===== src/rtl/vga_pkg.sv =====
// vga_pkg: arbiter states, read-owner tag encoding and default VRAM widths
package vga_pkg;
  localparam int ADDR_W_DEF = 19;
  localparam int DATA_W_DEF = 8;
  localparam logic [1:0] ST_ACTIVE = 2'd0;
  localparam logic [1:0] ST_BLANK  = 2'd1;
  localparam logic [1:0] ST_FORCE  = 2'd2;
  typedef enum logic [1:0] {
    TAG_NONE = 2'd0,
    TAG_DISP = 2'd1,
    TAG_DRAW = 2'd2
  } tag_t;
endpackage


===== src/rtl/vram_rd_tag_pipe.sv =====
// vram_rd_tag_pipe: delays read-owner tags so each rvalid lines up with its returning data
module vram_rd_tag_pipe
  import vga_pkg::*;
#(
  parameter int RD_LAT = 1
) (
  input  logic       clk,
  input  logic       rst_n,
  input  logic [1:0] tag,
  output logic       disp_rvalid,
  output logic       draw_rvalid
);
  logic [2*RD_LAT+1:0] sr;
  // stage 0 is loaded with the VRAM command; the oldest stage marks the data-return cycle
  always_ff @(posedge clk or negedge rst_n)
    if (!rst_n) sr <= '0;
    else sr <= {sr[2*RD_LAT-1:0], tag};
  assign disp_rvalid = sr[2*RD_LAT+1 -: 2] == TAG_DISP;
  assign draw_rvalid = sr[2*RD_LAT+1 -: 2] == TAG_DRAW;
endmodule


===== src/rtl/vram_arbiter.sv =====
// vram_arbiter: shares one single-port VRAM between display scan-out and the draw engine
module vram_arbiter
  import vga_pkg::*;
#(
  parameter int ADDR_W   = ADDR_W_DEF,
  parameter int DATA_W   = DATA_W_DEF,
  parameter int RD_LAT   = 1,
  parameter int MAX_WAIT = 16
) (
  input  logic              clk,
  input  logic              rst_n,
  input  logic              active,
  input  logic              disp_req,
  input  logic [ADDR_W-1:0] disp_addr,
  output logic              disp_gnt,
  output logic              disp_rvalid,
  output logic [DATA_W-1:0] disp_rdata,
  input  logic              draw_req,
  input  logic              draw_we,
  input  logic [ADDR_W-1:0] draw_addr,
  input  logic [DATA_W-1:0] draw_wdata,
  output logic              draw_gnt,
  output logic              draw_rvalid,
  output logic [DATA_W-1:0] draw_rdata,
  output logic              mem_en,
  output logic              mem_we,
  output logic [ADDR_W-1:0] mem_addr,
  output logic [DATA_W-1:0] mem_wdata,
  input  logic [DATA_W-1:0] mem_rdata
);
  localparam int CW = $clog2(MAX_WAIT + 1);
  localparam logic [CW-1:0] WMAX = CW'(MAX_WAIT - 1);
  logic [1:0] state, state_nx;
  logic [CW-1:0] wait_cnt;
  logic force_go;
  tag_t tag;
  logic [DATA_W-1:0] disp_hold, draw_hold;
  // region priority picks the winner; the forced slot locks the display out for one cycle
  always_comb begin
    draw_gnt = rst_n & draw_req & ((state != ST_ACTIVE) | ~disp_req);
    disp_gnt = rst_n & disp_req & ((state == ST_ACTIVE) | ((state == ST_BLANK) & ~draw_req));
    force_go = (state == ST_ACTIVE) & draw_req & ~draw_gnt & (wait_cnt == WMAX);
    state_nx = force_go ? ST_FORCE : active ? ST_ACTIVE : ST_BLANK;
    tag = disp_gnt ? TAG_DISP : (draw_gnt & ~draw_we) ? TAG_DRAW : TAG_NONE;
  end
  // region state, draw starvation counter and the registered VRAM command
  always_ff @(posedge clk or negedge rst_n)
    if (!rst_n) begin
      state     <= ST_BLANK;
      wait_cnt  <= '0;
      mem_en    <= 1'b0;
      mem_we    <= 1'b0;
      mem_addr  <= '0;
      mem_wdata <= '0;
    end else begin
      state     <= state_nx;
      wait_cnt  <= (!draw_req || draw_gnt) ? '0 : (wait_cnt == WMAX) ? wait_cnt : wait_cnt + 1'b1;
      mem_en    <= disp_gnt | draw_gnt;
      mem_we    <= draw_gnt & draw_we;
      if (disp_gnt | draw_gnt) mem_addr <= draw_gnt ? draw_addr : disp_addr;
      if (draw_gnt) mem_wdata <= draw_wdata;
    end
  // each requester keeps its last returned pixel until its next return
  always_ff @(posedge clk or negedge rst_n)
    if (!rst_n) begin
      disp_hold <= '0;
      draw_hold <= '0;
    end else begin
      if (disp_rvalid) disp_hold <= mem_rdata;
      if (draw_rvalid) draw_hold <= mem_rdata;
    end
  assign disp_rdata = disp_rvalid ? mem_rdata : disp_hold;
  assign draw_rdata = draw_rvalid ? mem_rdata : draw_hold;
  vram_rd_tag_pipe #(.RD_LAT(RD_LAT)) u_tags (
    .clk         (clk),
    .rst_n       (rst_n),
    .tag         (tag),
    .disp_rvalid (disp_rvalid),
    .draw_rvalid (draw_rvalid)
  );
endmodule


===== config.mk =====
export PLATFORM = sky130hd
export DESIGN_NAME = vram_arbiter
export DESIGN_NICKNAME = d
export VERILOG_FILES = /design/src/rtl/vga_pkg.sv /design/src/rtl/vram_rd_tag_pipe.sv /design/src/rtl/vram_arbiter.sv
export SDC_FILE = /design/constraint.sdc
export NUM_CORES = 1
export LEC_CHECK = 0
export BUFFER_PORTS_ARGS = -buffer_cell sky130_fd_sc_hd__buf_2
export CAP_MARGIN = 20
export CORE_UTILIZATION = 45
export CTS_CLUSTER_DIAMETER = 120
export DETAILED_ROUTE_END_ITERATION = 6
export HOLD_SLACK_MARGIN = 0.03
export PLACE_DENSITY_LB_ADDON = 0.15
export SETUP_SLACK_MARGIN = 0.15
export SLEW_MARGIN = 20
export SYNTH_ARGS = -nofsm -noshare
export SYNTH_HDL_FRONTEND = slang
export SYNTH_SLANG_ARGS = --single-unit

===== constraint.sdc =====
create_clock -name clk -period 2.4 [get_ports clk]
set_clock_uncertainty 0.15 [all_clocks]
set_input_delay 0.24 -clock clk [delete_from_list [all_inputs] [get_ports clk]]
set_output_delay 0.24 -clock clk [all_outputs]
set_load 0.005 [all_outputs]

# After elaboration in Yosys (flattened, before gate mapping)
# Index checks and enable logic that the tools add are counted.
[totals]
output_inout_bits = 49
inputBits = 60
romBits = 0
elab_cells = 45
latchBits = 0
mem_bits_rw = 0
memories = 0
reg_bits = 56
[op_classes]
eq_ne = 5
bitwise = 17
n_reduce_logical = 4
shifts = 0
order_cmp = 0
n_addsub = 1
n_mul = 0
mux = 9
div_mod_pow = 0
[ops]
columns = ["operator", "count"]
rows = [
  ["19-bit two-way mux", 1],
  ["8-bit two-way mux", 2],
  ["1-bit AND", 10],
  ["5-bit two-way mux", 2],
  ["2-bit two-way mux", 3],
  ["5-bit by 1-bit adder with 5-bit output, second input constant", 1],
  ["5-bit by 4-bit equality test with 1-bit output, second input constant", 1],
  ["2-bit by 1-bit equality test with 1-bit output, second input constant", 2],
  ["1-bit NOT", 4],
  ["1-bit bitwise OR", 3],
  ["2-bit equality test, second input constant", 1],
  ["2-bit zero test", 1],
  ["2-bit != test, second input constant", 1],
  ["2-bit nonzero test", 1],
  ["1-bit zero test", 1],
  ["1-bit logical OR", 1],
  ["1-bit two-way mux", 1],
]

# Depth between registers and ports, before layout
# Gate-level depths: netlist (run 1).
[depth]
depth_word = 7
mapped_depth = 7
ltp_nobuf = 6

# By module
# From an unflattened synthesis (run 1), not the netlist that was laid out.
[hier_totals]
hier_cells = 219
hier_area_um2 = 2327.2
[modules_own_cells]
columns = ["mod", "area_each_um2", "n_inst", "cells_per_inst", "seq_area_each_um2"]
rows = [
  ["vram_arbiter", 2212.1, 1, 213, 1302.5],
  ["vram_rd_tag_pipe", 115.1, 1, 6, 100.1],
]

# Worst setup path after synthesis (run 1)
# OpenSTA, ideal clock, no wires.
[synth_path]
path_type = "reg2reg"
from = "register wait_cnt[0]"
to = "register state[0]"
t_required_ps = 2156
arrival_ps = 1483
synth_period_minus_slack_ps = 1726
setup_time_ps = 94
n_path_buf = 1
slack_ps = 674
stages_incl_launch_ff = 8
path_cell_list = "dfrtp_1 ha_1 and3_1 ha_1 buf_2 nand2_1 a2111oi_0 nor2_1"
[synth_via]
elab_chain_len = 3
[synth_rtl]
columns = ["element", "line", "text"]
rows = [
  ["start, declared", "vram_arbiter.sv:34", "logic [CW-1:0] wait_cnt;"],
  ["start signal, assigned", "vram_arbiter.sv:57", "wait_cnt <= (!draw_req || draw_gnt) ? '0 : (wait_cnt == WMAX) ? wait_cnt : wait_cnt + 1'b1;"],
  ["5-bit by 4-bit equality test with 1-bit output", "vram_arbiter.sv:42", "force_go = (state == ST_ACTIVE) & draw_req & ~draw_gnt & (wait_cnt == WMAX);"],
  ["1-bit AND", "vram_arbiter.sv:42", ""],
  ["via force_go", "vram_arbiter.sv:35", "logic force_go;"],
  ["2-bit two-way mux", "vram_arbiter.sv:43", "state_nx = force_go ? ST_FORCE : active ? ST_ACTIVE : ST_BLANK;"],
  ["via state_nx[0]", "vram_arbiter.sv:33", "logic [1:0] state, state_nx;"],
  ["end signal, assigned", "vram_arbiter.sv:56", "state <= state_nx;"],
  ["end, declared", "vram_arbiter.sv:33", ""],
]
# The timed path passes the listed nets, and every way through them passes these cells.
# A chain may end at the register's enable or synchronous reset.

# Final worst setup path (run 1)
[layout_path]
from = "register state[1]"
to = "register mem_addr[12]"
[layout_via]
elab_chain_len = 5
elab_cells_between_ends = 10
cone_classes = "1 x eq/ne; 1 x mux; 6 x bitwise; 2 x reduce/logical"
[layout_rtl]
columns = ["element", "line", "text"]
rows = [
  ["2-bit by 1-bit equality test with 1-bit output", "vram_arbiter.sv:41", "disp_gnt = rst_n & disp_req & ((state == ST_ACTIVE) | ((state == ST_BLANK) & ~draw_req));"],
  ["1-bit AND", "vram_arbiter.sv:41", ""],
  ["1-bit bitwise OR", "vram_arbiter.sv:41", ""],
  ["1-bit AND", "vram_arbiter.sv:41", ""],
  ["1-bit bitwise OR", "vram_arbiter.sv:60", "if (disp_gnt | draw_gnt) mem_addr <= draw_gnt ? draw_addr : disp_addr;"],
  ["end signal, assigned", "vram_arbiter.sv:60", ""],
  ["end, declared", "vram_arbiter.sv:27", "output logic [ADDR_W-1:0] mem_addr,"],
]
# Parallel ways exist; a longest one is shown, timed or not.

==> metrics.yaml, run 1 <==
grt_usage: 0.212
synthTopCellsByArea: "dfrtp_1 (59%), nand2_1 (11%), mux2_2 (7.7%), a31oi_1 (5.1%), nor2_1 (4.4%)"
drc: 0
top_layer_used: "met4"
first_pass_iters: 4
cp_slowest_stage_delay_ns: 0.50
port_buffers: 108
period_minus_slack_ns: 2.08
die_area_mm2: 0.00547
p_per_area_mw_per_mm2: 640
io_pins: 109
relSlewSlack: 0.621
synthDistinctLibCells: 26
clkLatencyLatePin_ns: 0.30
fmax_mhz: 480
synth_common_cells: "nand2_1 (66), dfrtp_1 (55), nor2_1 (27), a31oi_1 (19), mux2_2 (16)"
syn_avg_cell_area_um2: 10.6
cts-buffers-inserted: 5
synth_edf_count: 0
r2r_slack_ns: 0.32
end_kind: "register"
htreeDepth: 2
pre_cts_slack_ns: 0.374
cp_max_fo: 14
setup_viol: 0
first_iter_violations: 94
placed_area_mm2: 0.00288
worst_pin_slew_ns: 0.566
synth_most_common_cell: "nand2_1"
post-dp-hpwl_mm: 3.32
drive_above_1_share: 0.386
fill_cells: 353
vias_per_cell: 4.69
grt-ovfl-total: 0
synth-async-reset-ratio: 1.00
period_share: 0.868
cts_tree: "yes"
yosysSeqAreaShare: 0.602
synth_top_area_frac: 0.591
nNetsFinal: 434
syn-instance-count: 220
layout_setup_ws_ns: 0.316
min_path_type: "in2reg"
start_util: 0.481
rsz0062_at_grt: "no"
synth_warnings: 0
yosysTopAreaCell: "dfrtp_1"
syn_area_mm2: 0.00233
clk_pin_slew_worst_paths_ns: 0.10
postLayoutCoreUtil: 0.709
post_drt_wl_per_cell_um: 13.0
startpoint_type: "register"
grt_first_pass_wirelength_mm: 8.70
vias: 2062
grt_pass1_vias: 2037
synthFlopType: "dfrtp_1"
hold_viol: 0
outcome: "completed"
cp.required_ns: 2.42
syn_nets: 282
fin_tns_setup_ns: 0
p_leak_uw: 0.00174
drv_cap: 0
ir_drop_mv: 0.345
die_w_um: 74.0
wl_met1_mm: 2.33
arrival_ns: 2.11
die_y_um: 74.0
place_congestion: 0.750
final_cell_area_mm2: 0.00344
cp_cell_sequence: "or3b_1 > nand3_2 > clkinvlp_2 > nand2_1 > a31oi_1"
core_area_mm2: 0.00485
clockBufferDepth: 2
diodes: 0
ys_ff_latch: 56
clock-sinks: 56
drv_slew: 0
area_growth_pct: 47.6
antenna_found_initial: 0
antenna_left: 0
wl_met2_mm: 2.95
met3WireLength_um: 344
rows: 25
cts-root-buf: "clkbuf_8"
seqCellArea_mm2: 0.00140
slowest_stage: "clkinvlp_2"
grt_max_degree: 40
criticalPathCategory: "reg2reg"
multi_input_area_um2: 805
routed_wl_mm: 5.71
==> layer usage <==
metal,track usage,vias to the layer above
li1,-,1020
met1,0.233,957
met2,0.391,76
met3,0.0447,9
met4,0.0919,0
met5,0,-
==> state kept, by name, summed over array words and instances (netlist names) <==
signal	flops
mem_addr	19
disp_hold	8
draw_hold	8
mem_wdata	8
wait_cnt	5
u_tags.sr	4
state	2
mem_en	1
mem_we	1
==> metrics by stage <==
step,hold WS [ns],total power (uW),instances
2_1_floorplan,-0.206,1340,220
5_1_grt,0.0400,2320,440
6_report,0.0335,2200,440
4_1_cts,0.0301,2210,438
3_5_place_dp,0.149,1560,387
3_3_place_gp,0.159,1550,387
==> what timing repair did <==
item	in CTS	in global routing
endpoints found under the setup margin	1	3
resized for setup	1	1
gates cloned	1	0
hold buffers	42	0
endpoints found under the hold margin	54	0
buffers inserted	0	2
==> final cells by class <==
class,instances,share of cell area
Sequential cell,56,0.408
Timing Repair Buffer,157,0.295
Multi-Input combinational cell,147,0.234
Tap cell,67,0.0244
Clock buffer,5,0.0200
Clock inverter,3,0.0124
Inverter,4,0.00546
Timing Repair inverter,1,0.00146
==> power by group <==
| group | switching [uW] | internal, uW |
|---|---|---|
| clock | 296 | 309 |
| combinational | 214 | 260 |
| sequential | 50.1 | 1070 |
==> worst paths after layout <==
check / start / end / cells past startpoint
max: state[1] / mem_addr[12] / 5
min: disp_addr[3] / mem_addr[3] / 3
max reg2reg: state[1] / mem_addr[12] / 5
min reg2reg: u_tags.sr[0] / u_tags.sr[2] / 0
max in group asynchronous: rst_n / disp_hold[4] / 4
min in group asynchronous: rst_n / state[1] / 3
==> cells in the final DEF, fill, tap and decap left out, types with 2 or more instances in the layout <==
cell / instances
nor2_1: 27
xor2_1: 2
ha_1: 2
a21oi_1: 2
clkbuf_8: 5
nand2_1: 66
mux2_2: 16
buf_4: 7
dfrtp_1: 55
inv_1: 3
dlygate4sd3_1: 42
a31oi_1: 19
nor2b_1: 2
clkinvlp_4: 2
buf_2: 108
==> critical path: cells and delay by family (launching register included) <==
family | cells | cell delay [ns]
AND/OR/NAND/NOR | 3 | 0.81
buffers and inverters | 1 | 0.50
flip-flops | 1 | 0.40
AO/OA/AOI/OAI | 1 | 0.10
==> kinds of logic after synthesis <==
group / count (synthesis) / share of synthesized area
AO/OA/AOI/OAI: 23 / 0.0623
XOR/XNOR: 3 / 0.0113
adder cells (fa/ha/maj): 2 / 0.0107
buffers and inverters: 17 / 0.0532
flip-flops: 56 / 0.602
multiplexers: 17 / 0.0816
AND/OR/NAND/NOR: 102 / 0.179
No activity file was read; power rests on OpenSTA's default activity.
==> run 2, diff against run 1 <==
--- a/config.mk
+++ b/config.mk
@@ -12,6 +12,7 @@
 export DETAILED_ROUTE_END_ITERATION = 6
 export HOLD_SLACK_MARGIN = 0.03
 export PLACE_DENSITY_LB_ADDON = 0.15
+export REMOVE_ABC_BUFFERS = 1
 export SETUP_SLACK_MARGIN = 0.15
 export SLEW_MARGIN = 20
 export SYNTH_ARGS = -nofsm -noshare
==> run 2 against run 1 <==
Against the previous run: critical path depth rose by 1; die area stayed put; combinational power grew 4.6%; via count rose by 6.4%; fmax increased by 0.44%; worst setup slack better by 0.0092 ns; wire length up 12%; critical endpoint is now disp_gnt; largest cell class unchanged; final cell count is 2.7% higher; sequential share of layout area fell by 1.3 points; global-route usage rose by 3.0 points.
==> metrics.yaml, run 2 (synthesis results as in run 1) <==
p_int_uw: 1660
die_y_um: 74.0
clock-sinks: 56
setup_viol: 0
place_congestion: 0.733
clkLatencyLatePin_ns: 0.31
die_w_um: 74.0
fin_tns_setup_ns: 0
min_path_type: "in2reg"
relSlewSlack: 0.598
antenna_left: 0
startpoint_type: "input port"
ir_drop_mv: 0.432
area_growth_pct: 52.6
post-dp-hpwl_mm: 3.46
pwr-share-seq: 0.499
cp_cell_sequence: "dlygate4sd3_1 > buf_2 > buf_4 > nand2_1 > a21oi_1 > buf_2"
die_area_mm2: 0.00547
rsz0062_at_grt: "no"
p_leak_uw: 0.00180
cp.required_ns: 2.01
cp_max_fo: 28
fill_cells: 345
grt-ovfl-total: 0
period_share: 0.864
grt_max_degree: 40
end_kind: "primary output"
combPwrFrac: 0.220
start_util: 0.481
grt_usage: 0.242
crit_top_cell: "buf_2"
switching_share: 0.264
worst_pin_slew_ns: 0.588
layout_setup_ws_ns: 0.326
drc: 0
criticalPathCategory: "in2out"
clk_pin_slew_worst_paths_ns: 0.10
p_sw_uw: 595
period_minus_slack_ns: 2.07
first_iter_violations: 88
grt_pass1_vias: 2114
hp-start: "draw_addr[8]"
final_common_cell: "buf_2"
r2r_cells: 5
largest_register_ffs: 19
cp-startpoint: "rst_n"
slowest_stage: "dlygate4sd3_1"
final_cell_mix: "buf_2 (108), nand2_1 (66), dfrtp_1 (55), dlygate4sd3_1 (51), nor2_1 (27)"
min_path_cells: 3
htreeDepth: 2
routed_wl_mm: 6.38
outcome: "completed"
io_pins: 109
vias: 2194
vias_per_cell: 4.85
drive_above_1_share: 0.382
worstPathBufferInverterCount: 4
cp_slowest_stage_delay_ns: 0.53
clockBufferDepth: 2
cts-root-buf: "clkbuf_8"
pre_cts_slack_ns: 0.364
antenna_found_initial: 0
fmax_mhz: 482
grt_first_pass_wirelength_mm: 9.73
arrival_ns: 1.68
core_area_mm2: 0.00485
cts-buffers-inserted: 5
first_pass_iters: 5
nNetsFinal: 446
cp.depth: 6
cts_tree: "yes"
r2r_start: "state[1]"
port_buffers: 108
drv_cap: 0
p_per_area_mw_per_mm2: 634
crit_family: "buffers and inverters"
drv_slew: 0
post_drt_wl_per_cell_um: 14.1
diodes: 0
pwr-share-clk: 0.281
largest_register: "mem_addr"
rows: 25
hold_viol: 0
-- run 2: cell types whose count changed in the layout (fill, tap and decap cells not counted), sizes merged --
cell,change
inv,+1
clkinv,-1
buf,+3
dlygate4sd3,+9
-- run 2: worst register-to-register path: cells and delay by family, from the launching register on --
kind            cells  cell delay, ns
simple gates        3            0.77
buf+inv             1            0.51
flops               1            0.40
compound gates      1            0.11
-- run 2: repair_timing --
item,in CTS,in global routing
gates resized for setup,1,0
pin swaps,0,0
buffers inserted,0,5
cloned,1,0
endpoints found under the setup margin,1,1
hold buffers,51,0
hold endpoints to repair,61,0
-- run 2: worst paths after layout --
| check | endpoint | slack (ns) |
|---|---|---|
| min | mem_addr[8] | 0.03 |
| max reg2reg | mem_addr[7] | 0.34 |
| min reg2reg | u_tags.sr[2] | 0.21 |
| max in group asynchronous | disp_hold[0] | 1.03 |
| min in group asynchronous | mem_wdata[1] | 0.34 |
| max | disp_gnt | 0.33 |
-- run 2: layer usage --
metal / vias to the layer above / share of wire / global-route usage
met5: - / 0 / 0
met1: 1005 / 0.38 / 0.269
met3: 25 / 0.071 / 0.0664
li1: 1043 / - / -
met2: 121 / 0.51 / 0.428
met4: 0 / 0.033 / 0.115
-- run 2: through the flow --
| stage | std cells | hold slack (ns) | util | power (uW) | instance area, um2 |
|---|---|---|---|---|---|
| after floorplan | 207 | -0.206 | - | 1320 | 2220 |
| after global placement | 387 | 0.147 | 0.595 | 1550 | 2880 |
| after detailed placement | 387 | 0.140 | 0.595 | 1560 | 2880 |
| after CTS | 447 | 0.0309 | 0.725 | 2250 | 3520 |
| after global routing | 452 | 0.0337 | 0.733 | 2380 | 3550 |
| final | 452 | 0.0309 | 0.733 | 2250 | 3550 |
-- run 2: area by class of cell --
| type | count | area, um2 | area share |
|---|---|---|---|
| multi-input combinational | 147 | 803 | 0.226 |
| clock inverter | 3 | 46.3 | 0.0130 |
| inverter | 4 | 18.8 | 0.00528 |
| timing repair inverter | 1 | 5.00 | 0.00141 |
| timing repair buffer | 169 | 1130 | 0.317 |
| sequential | 56 | 1400 | 0.395 |
| tap | 67 | 83.8 | 0.0236 |
| clock buffer | 5 | 68.8 | 0.0194 |
-- run 2: power groups by stage --
stage	combinational (uW)	clock (uW)	sequential, uW
floorplan	180	0	1140
global placement	412	0	1140
detailed placement	420	0	1140
CTS	486	646	1120
global route	554	684	1140
finish	496	633	1130
==> run 3, diff against run 2 <==
--- a/config.mk
+++ b/config.mk
@@ -13,7 +13,7 @@
 export HOLD_SLACK_MARGIN = 0.03
 export PLACE_DENSITY_LB_ADDON = 0.15
 export REMOVE_ABC_BUFFERS = 1
-export SETUP_SLACK_MARGIN = 0.15
+export SETUP_SLACK_MARGIN = 0.4
 export SLEW_MARGIN = 20
 export SYNTH_ARGS = -nofsm -noshare
 export SYNTH_HDL_FRONTEND = slang
==> run 3 against run 2 <==
Against the previous run: final cell count is 0.66% lower; fmax is 6.9% higher; non-clock buffer count is 3 lower; core utilization hardly changed; largest cell class unchanged; largest power group unchanged; sequential share of layout area hardly changed; combinational power hardly changed; sequential power hardly changed; wire length is 0.17% lower.
==> metrics.yaml, run 3 (synthesis results as in run 1) <==
arrival_ns: 1.55
p_sw_uw: 592
die_area_mm2: 0.00547
hold_ws_ns: 0.0101
port_buffers: 108
drive_above_1_share: 0.382
nNetsFinal: 443
criticalPathCategory: "reg2out"
cp.required_ns: 2.01
area_growth_pct: 52.6
first_pass_iters: 4
cts_tree: "yes"
largest_register: "mem_addr"
die_w_um: 74.0
pre_cts_slack_ns: 0.364
cp_max_fo: 3
post_drt_wl_per_cell_um: 14.2
p_per_area_mw_per_mm2: 633
antenna_found_initial: 0
grt-ovfl-total: 0
drv_cap: 0
slowest_stage: "or3b_4"
drv_slew: 0
drc: 0
core_area_mm2: 0.00485
pwr-share-seq: 0.500
hold_viol: 0
vias: 2170
setup_viol: 0
antenna_left: 0
vias_per_cell: 4.83
post-dp-hpwl_mm: 3.46
io_pins: 109
die_y_um: 74.0
final_cells: 449
grt_pass1_vias: 2099
start_util: 0.481
grt_max_degree: 40
place_congestion: 0.733
clk_pin_slew_worst_paths_ns: 0.10
clockBufferDepth: 2
first_iter_violations: 83
final_common_cell: "buf_2"
grt_usage: 0.243
switching_share: 0.263
final_cell_mix: "buf_2 (108), nand2_1 (66), dfrtp_1 (55), dlygate4sd3_1 (52), nor2_1 (27)"
p_int_uw: 1660
period_share: 0.808
largest_register_ffs: 19
combPwrFrac: 0.220
cp_cell_sequence: "or3b_4 > nand3_4 > clkinvlp_4 > buf_2"
rows: 25
worstPathBufferInverterCount: 2
layout_setup_ws_ns: 0.460
cts-root-buf: "clkbuf_8"
crit_family: "simple AND/OR/NAND/NOR gates"
clkLatencyLatePin_ns: 0.31
end_kind: "primary output"
diodes: 0
worst_pin_slew_ns: 0.972
startpoint_type: "register"
htreeDepth: 2
pwr-share-clk: 0.280
placedCellCount: 387
grt_first_pass_wirelength_mm: 9.74
fin_tns_setup_ns: 0
clock-sinks: 56
power_uw: 2250
cts-buffers-inserted: 5
min_path_type: "in2async"
routed_wl_mm: 6.37
outcome: "completed"
ir_drop_mv: 0.430
p_leak_uw: 0.00178
relSlewSlack: 0.350
rsz0062_at_grt: "no"
period_minus_slack_ns: 1.94
fmax_mhz: 515
cp_slowest_stage_delay_ns: 0.43
## run 3: changes by cell type in the layout (fill, tap and decap cells not counted), sizes merged
cell         change
dlygate4sd3      +1
buf              -4
## run 3: tightest hold or removal path: stages
cell	delay (ns)
buf_2	0.12
buf_4	0.16
buf_4	0.38
## run 3: final timing paths
path,depth (start not counted),slack (ns),to,startpoint
setup / recovery,4,0.46,draw_gnt,state[1]
hold / removal,3,0.01,u_tags.sr[0],rst_n
setup reg to reg,5,0.57,mem_addr[11],state[1]
min in group clk,3,0.03,mem_addr[8],draw_addr[8]
hold reg to reg,0,0.21,u_tags.sr[2],u_tags.sr[0]
max in group asynchronous,3,0.83,mem_addr[4],rst_n
## run 3: area by class of cell
cell class              instances  area [um2]
repair inverters                1        7.51
well taps                      67        83.8
flip-flops and latches         56        1400
fillers                       356        1290
multi-input cells             147         822
inverters                       4        18.8
clock buffers                   5        68.8
clock inverters                 3        46.3
repair buffers                166        1110
## run 3: per-stage QoR
stage	cell area (um2)	util
after floorplan	2220	-
after global placement	2880	0.595
after detailed placement	2880	0.595
after CTS	3510	0.725
after global routing	3560	0.733
final	3560	0.733
## run 3: repair_timing
item	CTS	global route
setup endpoints to repair	1	25
gates resized for setup	1	6
hold buffers	50	2
pin swaps	0	1
gates cloned	1	0
buffers inserted	1	0
hold endpoints to repair	61	22
## run 3: power by group through the flow
| stage | sequential (uW) | combinational [uW] | clock, uW |
|---|---|---|---|
| 3_3_place_gp | 1140 | 412 | 0 |
| 5_1_grt | 1140 | 553 | 684 |
| 2_1_floorplan | 1140 | 180 | 0 |
| 4_1_cts | 1120 | 486 | 646 |
| 3_5_place_dp | 1140 | 420 | 0 |
| 6_report | 1120 | 496 | 630 |
## run 3: per-layer routing
metal  wire (um)  GRT usage  part of all wire  vias up
li1            -          -                 -     1037
met1        2440      0.271              0.38     1012
met2        3330      0.429              0.52      102
met3         407     0.0678             0.064       19
met4         194      0.115             0.030        0
met5           0          0                 0        -
